## src/rtl/pwm_cfg_parser.sv

```systemverilog
// Byte-stream frame decoder that drives the shared pwm_config_* broadcast bus.
// Define PWM_CFG_CHECKSUM_EN to add the trailing XOR checksum byte (12-byte frames).
module pwm_cfg_parser #(
    parameter int CHANNEL_NUM    = 8,
    parameter int TIMEOUT_CYCLES = 1_000_000
) (
    input  logic        clk,
    input  logic        rst,
    input  logic [7:0]  rx_data,
    input  logic        rx_vld,
    output logic        pwm_config_vld,
    output logic [7:0]  pwm_config_channel,
    output logic        pwm_en,
    output logic [27:0] pwm_period,
    output logic [27:0] pwm_hlevel,
    output logic        frame_err,
    output logic [1:0]  err_code,
    output logic [7:0]  err_cnt
);
    localparam logic [7:0] HDR = 8'h55;
    localparam int GW = $clog2(TIMEOUT_CYCLES + 1);
    localparam logic [GW-1:0] GAP_LAST = GW'(TIMEOUT_CYCLES - 1);
`ifdef PWM_CFG_CHECKSUM_EN
    localparam int HW = 32;
`else
    localparam int HW = 24;
`endif

    typedef enum logic [2:0] {
        S_IDLE, S_CHAN, S_FLAGS, S_PER, S_HLV, S_CSUM, S_DONE
    } state_t;

    state_t        state, state_nxt;
    logic [1:0]    idx;
    logic [GW-1:0] gap;
    logic [7:0]    chan_sh;
    logic          en_sh;
    logic [31:0]   per_sh;
    logic [HW-1:0] hlv_sh;
    logic [31:0]   fin_hlv;
    logic          in_frame, timeout, last_byte;
    logic          csum_bad, chan_bad, range_bad;
    logic          cfg_ok, err_hit;
    logic [1:0]    code_nxt;

    assign in_frame = (state != S_IDLE) && (state != S_DONE);
    assign timeout  = in_frame && !rx_vld && (gap == GAP_LAST);

    // Validation happens on the edge taking the last byte so the strobe is live in DONE.
`ifdef PWM_CFG_CHECKSUM_EN
    logic [7:0] csum_sh;
    assign last_byte = rx_vld && (state == S_CSUM);
    assign fin_hlv   = hlv_sh;
    assign csum_bad  = (csum_sh != rx_data);
`else
    assign last_byte = rx_vld && (state == S_HLV) && (idx == 2'd3);
    assign fin_hlv   = {hlv_sh, rx_data};
    assign csum_bad  = 1'b0;
`endif
    assign chan_bad  = {24'd0, chan_sh} >= 32'(CHANNEL_NUM);
    assign range_bad = (per_sh[31:28] != 4'd0) || (per_sh == 32'd0)
                     || (fin_hlv > per_sh);

    always_ff @(posedge clk or posedge rst) begin
        if (rst) state <= S_IDLE;
        else     state <= state_nxt;
    end

    always_comb begin
        state_nxt = state;
        if (timeout) begin
            state_nxt = S_IDLE;
        end else begin
            unique case (state)
                S_IDLE, S_DONE:
                    state_nxt = (rx_vld && rx_data == HDR) ? S_CHAN : S_IDLE;
                S_CHAN:  if (rx_vld) state_nxt = S_FLAGS;
                S_FLAGS: if (rx_vld) state_nxt = S_PER;
                S_PER:   if (rx_vld && idx == 2'd3) state_nxt = S_HLV;
                S_HLV: begin
                    if (rx_vld && idx == 2'd3) begin
`ifdef PWM_CFG_CHECKSUM_EN
                        state_nxt = S_CSUM;
`else
                        state_nxt = S_DONE;
`endif
                    end
                end
                S_CSUM:  if (rx_vld) state_nxt = S_DONE;
                default: state_nxt = S_IDLE;
            endcase
        end
    end

    always_comb begin
        cfg_ok   = 1'b0;
        err_hit  = 1'b0;
        code_nxt = 2'd0;
        if (timeout) begin
            err_hit  = 1'b1;
            code_nxt = 2'd3;
        end else if (last_byte) begin
            priority case (1'b1)
                csum_bad:  begin err_hit = 1'b1; code_nxt = 2'd0; end
                chan_bad:  begin err_hit = 1'b1; code_nxt = 2'd1; end
                range_bad: begin err_hit = 1'b1; code_nxt = 2'd2; end
                default:   cfg_ok = 1'b1;
            endcase
        end
    end

    always_ff @(posedge clk or posedge rst) begin
        if (rst) begin
            idx     <= 2'd0;
            gap     <= '0;
            chan_sh <= 8'd0;
            en_sh   <= 1'b0;
            per_sh  <= 32'd0;
            hlv_sh  <= '0;
        end else begin
            if (!in_frame || rx_vld || timeout) gap <= '0;
            else                                gap <= gap + 1'b1;
            if (rx_vld && (state == S_PER || state == S_HLV)) idx <= idx + 2'd1;
            else if (state != S_PER && state != S_HLV)        idx <= 2'd0;
            if (rx_vld) begin
                unique case (state)
                    S_CHAN:  chan_sh <= rx_data;
                    S_FLAGS: en_sh   <= rx_data[0];
                    S_PER:   per_sh  <= {per_sh[23:0], rx_data};
                    S_HLV:   hlv_sh  <= {hlv_sh[HW-9:0], rx_data};
                    default: ;
                endcase
            end
        end
    end

`ifdef PWM_CFG_CHECKSUM_EN
    always_ff @(posedge clk or posedge rst) begin
        if (rst) begin
            csum_sh <= 8'd0;
        end else if (rx_vld) begin
            if (state == S_IDLE || state == S_DONE) csum_sh <= 8'd0;
            else if (state != S_CSUM)               csum_sh <= csum_sh ^ rx_data;
        end
    end
`endif

    always_ff @(posedge clk or posedge rst) begin
        if (rst) begin
            pwm_config_vld     <= 1'b0;
            pwm_config_channel <= 8'd0;
            pwm_en             <= 1'b0;
            pwm_period         <= 28'd0;
            pwm_hlevel         <= 28'd0;
            frame_err          <= 1'b0;
            err_code           <= 2'd0;
            err_cnt            <= 8'd0;
        end else begin
            pwm_config_vld <= cfg_ok;
            frame_err      <= err_hit;
            if (cfg_ok) begin
                pwm_config_channel <= chan_sh;
                pwm_en             <= en_sh;
                pwm_period         <= per_sh[27:0];
                pwm_hlevel         <= fin_hlv[27:0];
            end
            if (err_hit) begin
                err_code <= code_nxt;
                if (err_cnt != 8'hFF) err_cnt <= err_cnt + 8'd1;
            end
        end
    end

endmodule

```

## config.mk

```make
export PLATFORM = sky130hd
export DESIGN_NAME = pwm_cfg_parser
export DESIGN_NICKNAME = d
export VERILOG_FILES = /design/src/rtl/pwm_cfg_parser.sv
export SDC_FILE = /design/constraint.sdc
export NUM_CORES = 1
export LEC_CHECK = 0
export ABC_AREA = 1
export BUFFER_PORTS_ARGS = -buffer_cell sky130_fd_sc_hd__buf_4
export CORE_MARGIN = 5
export CORE_UTILIZATION = 55
export CTS_CLUSTER_SIZE = 40
export DETAILED_ROUTE_END_ITERATION = 10
export PLACE_DENSITY = 0.73
export RECOVER_POWER = 50
export SLEW_MARGIN = 20
export SYNTH_ARGS = -nofsm -noshare
export SYNTH_HDL_FRONTEND = slang
export SYNTH_SLANG_ARGS = --single-unit
```

## constraint.sdc

```tcl
create_clock -name clk -period 5.3 [get_ports clk]
set_input_delay 0.265 -clock clk [delete_from_list [all_inputs] [get_ports clk]]
set_output_delay 0.265 -clock clk [all_outputs]
set_load 0.01 [all_outputs]
```

==> results.txt <==
- The flow ran to the end, but the final reports show violations.
- Failing checks: capacitance limit, slew limit
* FFs w/ async S/R, synth: 100%
* Avg Synthesized Cell Area: between 8 and 9 um2
- Leaving out fill and tap cells, the most frequent cell in the layout is nand2_1.
- Top fanout value on the critical path: approximately 80
* Rel. slew slack: -31.1%
- The path class of the tightest hold or removal check is input port to register.
* Slowest-stage cell, CP: clkbuf_2
- Sequential cells burn roughly 42% of the power.
- Cts repair resizes: 0
- For this design the top-level I/O count stands at 88.
- Count of buffers inserted at the top-level ports: a little under 90
- Number of buffers added for setup after CTS: 0
* Final clock skew: between 0.008 and 0.009 ns
- Internal power comes to approximately 0.0028 W.
- Signed area change from the synthesized netlist to the final layout: 15.2%
* Net switching power of the design: roughly 0.0014 W
- The clock reaches the later pin of the worst-skew pair after between 0.4 and 0.5 ns.
- Clock tree synthesis selected as its root buffer the cell clkbuf_16.
- # rows: 43
- Routability-driven placement finished with a final weighted congestion of 0.857.
- The final layout contains routed wiring with a total length of 17.3 mm.
- For this run, the leading register cell type out of synthesis is dfrtp_1.
- Global-route wire length before repair: 29.0 mm
- Synthesis produced ~860 cells.
* Data arrival, critical path: 3.29 ns
* Number of buffers added by the clock tree synthesis step: 17
- The first routing iteration left between 400 and 500 violations.
- Broken down by cell family, the worst path's largest delay share belongs to buffers and inverters.
- In the routed layout, each cell is associated on average with a via count of 5.26.
* Average wire length per cell after detail routing: roughly 15 um
* Max stage delay on crit path: around 1.5 ns
- The final route contains slightly below 6000 vias.
* Count of pins over their slew limit: between 80 and 90
- Number of hold violations in the final report: 0
- Dividing total power by cell area gives a power density of 475 mW/mm2.
- Post-synthesis sequential area ratio: a little over half
- F_max: 318 MHz
* Largest buffer count on any clock path: 2
* Number of remaining DRC errors: 0
- During synthesis, Yosys emitted a total of 0 warnings.
- Gr usage total: around 22%
- The initial antenna violation count came to 0.
- Post-Synthesis Cell Area: ~0.0076 mm2
- At the pin with the least slew margin, the transition time is 1.97 ns.
- Starting utilization of the core area: around 55%
- Clock tree from TritonCTS: yes
- The core region is roughly 0.014 mm2.
- Net switching is between 30% and 40% of the power.
* Final setup vio count: 0
* DPL Wire Length: approximately 12 mm
- The via count of the first global-routing pass came to 5805.
- Counting flops with a built-in enable in the synthesized netlist gives 0.
- Maximum number of pins on one net before global-route repair: 111
- The share of total power dissipated in the clock network is 33.7%.
- The clock net in this run drives a total of 167 sinks.
- Final setup slack of the worst path: 2.16 ns
* Setup slack at placement: roughly 2.4 ns
- #FFs+latches synth: about 170
- Final TNS setup: 0 ns
- Number of nets at the end of the flow: just under 1000
- Setup repair after global routing left no endpoint under its margin.
- In the layout the commonest cells are 241 x nand2_1, 167 x dfrtp_1, 93 x inv_1, 77 x clkbuf_1, 72 x o21ai_0.
- Clock period minus worst slack: between 3 and 4 ns
- Horizontal extent of the die: about 130 um
- Remaining number of nets flagged by the antenna check after routing: 0
* Count of hold-fix buffers inserted at cts: 0
- Of the cells placed in the final design, the portion with a size suffix greater than 1 is under 10%.
* Final worst-path cycle share: 59.3%
- Depth of the CTS H-tree: 4
* Antenna Cells: 0
- Logic pwr share: about a quarter
* P_leak: 4.27 nW
- The number of nets in the synthesized netlist is just over 900.
- Summing internal, switching and leakage power gives around 0.0042 W.
- After clock tree synthesis, the clock-pin slew on the worst setup and hold paths is about 0.06 ns.
* DR pass1 iterations: 5
* Sum of overflow across all layers after global routing: 0
- Area of the die: roughly 0.016 mm2
- STA classifies the critical path startpoint as an input port.
- Share of the core filled with cells: a little under two thirds
- The die is 128 um tall.
* Post-Route Hold Slack: between 0.08 and 0.09 ns
* Cell chain of the critical path: dlygate4sd3_1 > clkbuf_4 > clkinvlp_2 > clkbuf_2
- VDD sags by at most 0.000267 V.
* Required time worst endpoint: roughly 5.5 ns
- STA classifies the critical path endpoint as an async pin.
- Count of max-cap constraint violations: 1
- The netlist uses 34 different library cells.
* Kind of critical path: input port to async pin
* Number of buffer and inverter instances along the worst setup path: 4
[registers in the layout (all words and copies together) (netlist names), 3 cells and up]
| register | flops |
|---|---|
| pwm_hlevel | 28 |
| gap | 20 |
| chan_sh | 8 |
| per_sh | 32 |
| pwm_period | 28 |
| err_cnt | 8 |
| state | 3 |
| pwm_config_channel | 8 |
| hlv_sh | 24 |
[per-stage QoR]
stage               std cells  cell area (um2)
floorplan                 859             7640
global placement         1102             8390
detailed placement       1102             8390
CTS                      1132             9060
global route             1135             8790
finish                   1135             8790
[path summary, 6_finish.rpt]
| check | start | end | slack (ns) | cells past startpoint |
|---|---|---|---|---|
| max reg2reg | state[1] | pwm_period[15] | 2.37 | 13 |
| min reg2reg | pwm_config_channel[3] | pwm_config_channel[3] | 0.47 | 2 |
| max in group clk | state[1] | pwm_period[15] | 2.37 | 13 |
| min in group asynchronous | rst | pwm_period[8] | 0.66 | 3 |
| max | rst | chan_sh[6] | 2.16 | 4 |
| min | rx_data[0] | per_sh[0] | 0.09 | 3 |
[metal layers]
metal	wire [um]	GRT usage, %
met5	0	0
met4	282	7.18
met3	850	5.29
met2	8110	34.4
met1	8020	31.2
[worst reg2reg max path: cells and delay by family, from the launching register on]
| kind | cells | cell delay, ns |
|---|---|---|
| buf+inv | 5 | 0.88 |
| simple gates | 7 | 1.39 |
| flops | 1 | 0.43 |
| compound gates | 1 | 0.08 |
[synth_stat cells, types with 2 or more instances]
cell / number / area share [%]
nand2_1: 241 / 12
dfrtp_1: 167 / 55
inv_1: 91 / 4.5
o21ai_0: 72 / 4.7
nor2_1: 44 / 2.2
o21ai_1: 41 / 2.7
ha_1: 35 / 5.7
nand3_1: 33 / 2.2
a21oi_1: 22 / 1.4
clkbuf_1: 15 / 0.74
nand4_1: 14 / 1.1
nor3_1: 13 / 0.85
buf_6: 8 / 1.2
nor4_1: 8 / 0.66
o21ai_2: 8 / 0.92
xor2_1: 7 / 0.80
inv_2: 6 / 0.29
nand2_2: 5 / 0.41
xnor2_1: 5 / 0.57
o21a_1: 4 / 0.39
a211oi_1: 3 / 0.29
nor3b_1: 3 / 0.29
a31oi_1: 2 / 0.16
nor2_2: 2 / 0.16
[cells by family (layout without fill, tap and decap cells)]
family | count (synthesis) | count (layout) | synth area share, %
DFF | 167 | 167 | 54.7
and+or+nand+nor | 367 | 367 | 20.4
xor gates and xnor gates | 12 | 12 | 1.38
AOI/OAI and AO/OA | 154 | 154 | 10.8
adders and majority gates | 35 | 35 | 5.73
buffers and inverters | 124 | 220 | 6.98
[power groups by stage]
stage / combinational (W) / clock (W) / sequential [W]
4_1_cts: 0.00102 / 0.00143 / 0.00175
3_3_place_gp: 0.000966 / 0 / 0.00177
5_1_grt: 0.00119 / 0.00148 / 0.00179
6_report: 0.00101 / 0.00141 / 0.00176
2_1_floorplan: 0.000758 / 0 / 0.00170
3_5_place_dp: 0.000995 / 0 / 0.00178
[cell type report]
type / instances / area, um2
clock buffers: 19 / 453
inverters: 98 / 372
clock inverters: 11 / 220
flip-flops and latches: 167 / 4180
repair buffers: 92 / 414
fillers: 1238 / 4980
multi-input cells: 568 / 2930
well taps: 180 / 225
(Power assumes the default switching activity.)
